File: config.mk
export PLATFORM = sky130hd
export DESIGN_NAME = manchester_encoder
export DESIGN_NICKNAME = d
export VERILOG_FILES = /design/src/rtl/manchester_pkg.sv /design/src/rtl/manchester_half_bit_tick.sv /design/src/rtl/manchester_encoder.sv
export SDC_FILE = /design/constraint.sdc
export NUM_CORES = 1
export LEC_CHECK = 0
export BUFFER_PORTS_ARGS = -buffer_cell sky130_fd_sc_hd__buf_2
export CAP_MARGIN = 20
export CELL_PAD_IN_SITES_DETAIL_PLACEMENT = 1
export CELL_PAD_IN_SITES_GLOBAL_PLACEMENT = 2
export CORE_MARGIN = 1.5
export CORE_UTILIZATION = 35
export DETAILED_ROUTE_END_ITERATION = 16
export PLACE_DENSITY_LB_ADDON = 0.1
export REMOVE_ABC_BUFFERS = 1
export SLEW_MARGIN = 20
export SYNTH_ARGS = -nofsm -noshare
export SYNTH_HDL_FRONTEND = slang
export SYNTH_SLANG_ARGS = --single-unit
File: constraint.sdc
create_clock -name clk -period 3.6 [get_ports clk]
set_clock_uncertainty 0.15 [all_clocks]
set_input_delay 0.72 -clock clk [delete_from_list [all_inputs] [get_ports clk]]
set_output_delay 0.72 -clock clk [all_outputs]
set_load 0.005 [all_outputs]
File: src/rtl/manchester_pkg.sv
// manchester_pkg: state encoding and line conventions shared by the Manchester encoder and decoder.
package manchester_pkg;
  typedef enum logic [1:0] {IDLE, FIRST_HALF, SECOND_HALF} mch_state_t;
  localparam int CONV_IEEE = 0;
  localparam int CONV_THOMAS = 1;
endpackage

File: src/rtl/manchester_half_bit_tick.sv
// manchester_half_bit_tick: half-bit timer, ticks on the last cycle of each half-bit while enabled.
module manchester_half_bit_tick #(
  parameter int HALF_BIT_CYCLES = 4
) (
  input  logic clk,
  input  logic rst,
  input  logic i_en,
  output logic o_tick,
  output logic o_tick_next
);
  localparam int CW = HALF_BIT_CYCLES > 1 ? $clog2(HALF_BIT_CYCLES) : 1;
  localparam logic [CW-1:0] LAST = CW'(HALF_BIT_CYCLES - 1);
  localparam logic [CW-1:0] PRE = CW'(HALF_BIT_CYCLES - 2);
  logic [CW-1:0] r_cnt;
  always_ff @(posedge clk)
    r_cnt <= (rst || !i_en || o_tick) ? '0 : r_cnt + CW'(1);
  always_comb begin
    o_tick = i_en && r_cnt == LAST;
    // lets the encoder register frame_done one cycle ahead of the final tick
    o_tick_next = (HALF_BIT_CYCLES == 1) || (i_en && r_cnt == PRE);
  end
endmodule

File: src/rtl/manchester_encoder.sv
// manchester_encoder: valid/ready word input, Manchester-encoded serial output with gapless back-to-back frames.
module manchester_encoder
  import manchester_pkg::*;
#(
  parameter int DATA_W = 8,
  parameter int HALF_BIT_CYCLES = 4,
  parameter int MSB_FIRST = 1,
  parameter int CONVENTION = CONV_IEEE
) (
  input  logic              clk,
  input  logic              rst,
  input  logic [DATA_W-1:0] in_data,
  input  logic              in_valid,
  output logic              in_ready,
  output logic              tx_out,
  output logic              tx_active,
  output logic              frame_done
);
  localparam int BW = $clog2(DATA_W);
  if (DATA_W < 2 || HALF_BIT_CYCLES < 1) begin : g_bad_params
    $fatal(1, "manchester_encoder: DATA_W must be >= 2 and HALF_BIT_CYCLES >= 1");
  end
  mch_state_t r_state, w_nstate;
  logic [DATA_W-1:0] r_shift, w_nshift;
  logic [BW-1:0] r_bit_idx, w_nidx;
  logic w_tick, w_tick_next, w_hs, w_adv, w_last, w_bit;
  manchester_half_bit_tick #(.HALF_BIT_CYCLES(HALF_BIT_CYCLES)) u_tick (
    .clk        (clk),
    .rst        (rst),
    .i_en       (r_state != IDLE),
    .o_tick     (w_tick),
    .o_tick_next(w_tick_next)
  );
  always_comb begin
    w_last = r_state == SECOND_HALF && w_tick && r_bit_idx == '0;
    w_adv = r_state == SECOND_HALF && w_tick && r_bit_idx != '0;
    in_ready = !rst && (r_state == IDLE || w_last);
    w_hs = in_valid && in_ready;
    w_nstate = w_hs ? FIRST_HALF :
               (r_state == FIRST_HALF && w_tick) ? SECOND_HALF :
               w_adv ? FIRST_HALF :
               w_last ? IDLE : r_state;
    w_nshift = w_hs ? in_data :
               !w_adv ? r_shift :
               MSB_FIRST != 0 ? {r_shift[DATA_W-2:0], 1'b0} : {1'b0, r_shift[DATA_W-1:1]};
    w_nidx = w_hs ? BW'(DATA_W - 1) : w_adv ? r_bit_idx - BW'(1) : r_bit_idx;
    w_bit = MSB_FIRST != 0 ? w_nshift[DATA_W-1] : w_nshift[0];
  end
  // outputs are registered from next-state values so the line changes together with the state
  always_ff @(posedge clk) begin
    if (rst) begin
      r_state <= IDLE;
      r_shift <= '0;
      r_bit_idx <= '0;
      tx_out <= 1'b0;
      tx_active <= 1'b0;
      frame_done <= 1'b0;
    end else begin
      r_state <= w_nstate;
      r_shift <= w_nshift;
      r_bit_idx <= w_nidx;
      tx_active <= w_nstate != IDLE;
      tx_out <= w_nstate != IDLE && (w_bit ^ (w_nstate == FIRST_HALF) ^ (CONVENTION == CONV_THOMAS));
      frame_done <= w_nstate == SECOND_HALF && w_nidx == '0 && w_tick_next;
    end
  end
endmodule
==> results by group <==
Die
  – # IOs: 15
  – Die height: approximately 54 um
  – Chip Width: 53.52 um
  – Starting density of the core: around 36%
  – Die area: roughly 2900 sq um
  – Row count: 18
  – Core area: ~2500 sq um

Placement
  – Hpwl dp: ~1300 um
  – Placed insts: between 100 and 150
  – Pre-CTS WS: 1.189 ns
  – Gpl congestion: a little over 0.6
  – Input/output buffers: 14

Global route
  – Tot GR Track Use: between 10 and 15%
  – GRT overflow: 0
  – Largest net degree at the start of global routing: 20
  – Met3 Use GR: ~2.5%
  – Grt met1 use: 17.01%
  – Busiest layer in global routing: met2
  – GR Layer Usage met2: 25.72%
  – Vias in the first global route: 686
  – First-pass GRT wire length: about 3000 um
  – Initial antenna violation count: 0

Worst hold path
  – Worst Hold Class: reg2reg
  – Hold Path Sink: u_tick.r_cnt[0]$_SDFF_PP0_
  – Worst Hold Depth: 1
  – Critical hold path startpoint: u_tick.r_cnt[0]$_SDFF_PP0_

Clock tree
  – CTS tree: yes
  – CTS Buf Count: 3
  – Clock root buffer: clkbuf_4
  – Cts hold-fix bufs: 0
  – Clk sinks: 18
  – CTS clk-pin slew, worst paths: ~0.10 ns
  – CTS resizes: 0
  – Post-CTS setup repair buffer count: 0
  – Worst skew pair latency: 0.29 ns
  – H-tree Lvls: 1
  – Clock buffer depth: 2

Logic synthesis
  – Synth cell types: 33
  – Share of the yosys chip area belonging to registers: roughly two fifths
  – Yosys reg bits: 18
  – Synthesized area: 893.4 sq um
  – Post-synth ARST share: 0%
  – Mean Syn Cell Area: between 9 and 10 sq um
  – Yosys top cell by area: dfxtp_1
  – Top cells by area, synth: dfxtp_1, mux2i_1, nor2_1
  – Top_reg_cell synth: dfxtp_1
  – Post-synth top area share: between 40% and 50%
  – Post-synth EDFFs: 0
  – Cells after Synth: 93
  – Yosys warnings: 0

Timing
  – Least-Margin Pin Slew: 0.5866 ns
  – Final TNS setup: 0 ns
  – Worst setup margin: ~1.1 ns
  – Max-slew headroom: approximately three fifths
  – Max Slew Vio Count: 0
  – Crit path time final: about 2.5 ns
  – Fmax: ~410 MHz
  – Final Hold Fails: 0
  – Period utilization: about two thirds
  – RSZ-0062 raised after global routing: false
  – Final Setup Violations: 0

Setup path
  – FF-to-FF setup slack: ~1.3 ns
  – Reg2reg end: r_shift[7]$_SDFF_PP0_
  – Critical path buffer and inverter count: 1
  – Worst EP required: between 2 and 3 ns
  – Critical-path cell list: ha_1 -> nand3b_4 -> a21o_2 -> nor2_1 -> buf_2
  – Beginning of the worst register-to-register path: u_tick.r_cnt[0]$_SDFF_PP0_
  – Delay-heaviest family, CP: flip-flops
  – Critical path endpoint category: output pin
  – CP max-delay cell: dfxtp_1
  – Crit path largest cell delay: 0.38 ns
  – Arr. time, crit path: approximately 1.6 ns
  – Crit Path Category: reg2out
  – Worst Path Max Fanout: 8
  – R2R cell count: 5
  – Startpoint types: flip-flop

Route
  – Drt pass-1 iters: 4
  – Antenna-violating nets left: 0
  – Vias: 686
  – 1st-iter DRT viols: 4
  – DR DRC count: 0
  – DR WL/cell: 13.64 um
  – Final wirelength: between 1500 and 2000 um
  – Vias/cell: approximately 5

Power
  – Max VDD drop: 0.1766 mV
  – Leak pwr: roughly 0.43 nW
  – Pwr per Cell Area: around 410 nW/um^2

Finish
  – Fill cells: between 200 and 300
  – Commonest non-fill, non-tap cell in the layout: dfxtp_1
  – Net count, final: 121
  – Ratio of cells with drive above 1 in the final layout: a little over a fifth
  – Layout area overhead: 10.22%
  – Most frequent cells in the layout: dfxtp_1, nor2_1, buf_2, mux2i_1, a211oi_1
  – Post-Layout Cell Count: between 100 and 150
  – # diodes: 0

Outcome
  – Status: complete, no violations

Job
  – Number of max-cap violations: 0
state kept, by name (all words and copies together), names as in the netlist:
| signal | flops |
|---|---|
| u_tick.r_cnt | 2 |
| r_bit_idx | 3 |
| tx_out | 1 |
| r_state | 2 |
| r_shift | 8 |
| frame_done | 1 |
| tx_active | 1 |
stage by stage:
stage / instance area, sq um / hold slack (ns) / total power (W) / util, %
after floorplan: 840.8 / 0.2755 / 0.0002571 / -
after global placement: 948.4 / 0.2988 / 0.0002763 / 38.63
after detailed placement: 948.4 / 0.3214 / 0.0002790 / 38.63
after CTS: 984.7 / 0.3374 / 0.0004086 / 40.11
after global routing: 984.7 / 0.3682 / 0.0004262 / 40.11
final: 984.7 / 0.3356 / 0.0004004 / 40.11
metal layers:
metal,part of all wire (%),routed length (um)
met1,47,868
met2,49,895
met3,3.2,59
met4,1.0,19
met5,0,0
cell usage after synthesis (2+ instances only):
| cell | n |
|---|---|
| mux2i_1 | 8 |
| nor2_1 | 15 |
| nor4_1 | 2 |
| ha_1 | 4 |
| buf_4 | 2 |
| dfxtp_1 | 18 |
| inv_1 | 5 |
| a211oi_1 | 6 |
| nand2_1 | 3 |
| buf_6 | 3 |
| nand3_1 | 2 |
| o21ai_0 | 4 |
power breakdown:
group          switching, W  internal (W)  total [W]  leakage [nW]
clock network     0.0000656     0.0000616   0.000127        0.0210
logic             0.0000280     0.0000239  0.0000519         0.266
registers        0.00000913      0.000212   0.000221         0.148
total              0.000103      0.000298   0.000400         0.435
cell families (layout without fill, tap and decap cells):
family,after synthesis,in the layout,synth area share (%)
fa+ha+maj,4,4,5.602
buf+inv,11,23,7.982
simple gates,32,32,20.17
compound gates,18,18,14.71
mux,9,9,10.22
flops,18,18,40.34
xor+xnor,1,1,0.9806
how the worst max path moves through the flow:
stage                                    start               endpoint  depth (start not counted)
floorplan           u_tick.r_cnt[0]$_SDFF_PP0_  r_shift[7]$_SDFF_PP0_                          5
global placement                           rst  r_shift[7]$_SDFF_PP0_                          4
detailed placement                         rst  r_shift[7]$_SDFF_PP0_                          4
CTS                 u_tick.r_cnt[0]$_SDFF_PP0_               in_ready                          5
global route        u_tick.r_cnt[0]$_SDFF_PP0_               in_ready                          5
finish              u_tick.r_cnt[0]$_SDFF_PP0_               in_ready                          5
cell type report:
| cell class | count | area (sq um) | share of cell area [%] |
|---|---|---|---|
| well taps | 30 | 37.54 | 3.812 |
| multi-input cells | 64 | 461.7 | 46.89 |
| clock buffers | 4 | 36.28 | 3.685 |
| flip-flops and latches | 18 | 360.3 | 36.59 |
| repair buffers | 14 | 70.07 | 7.116 |
| inverters | 5 | 18.77 | 1.906 |
Note: power is estimated with default switching activity, not from simulation.
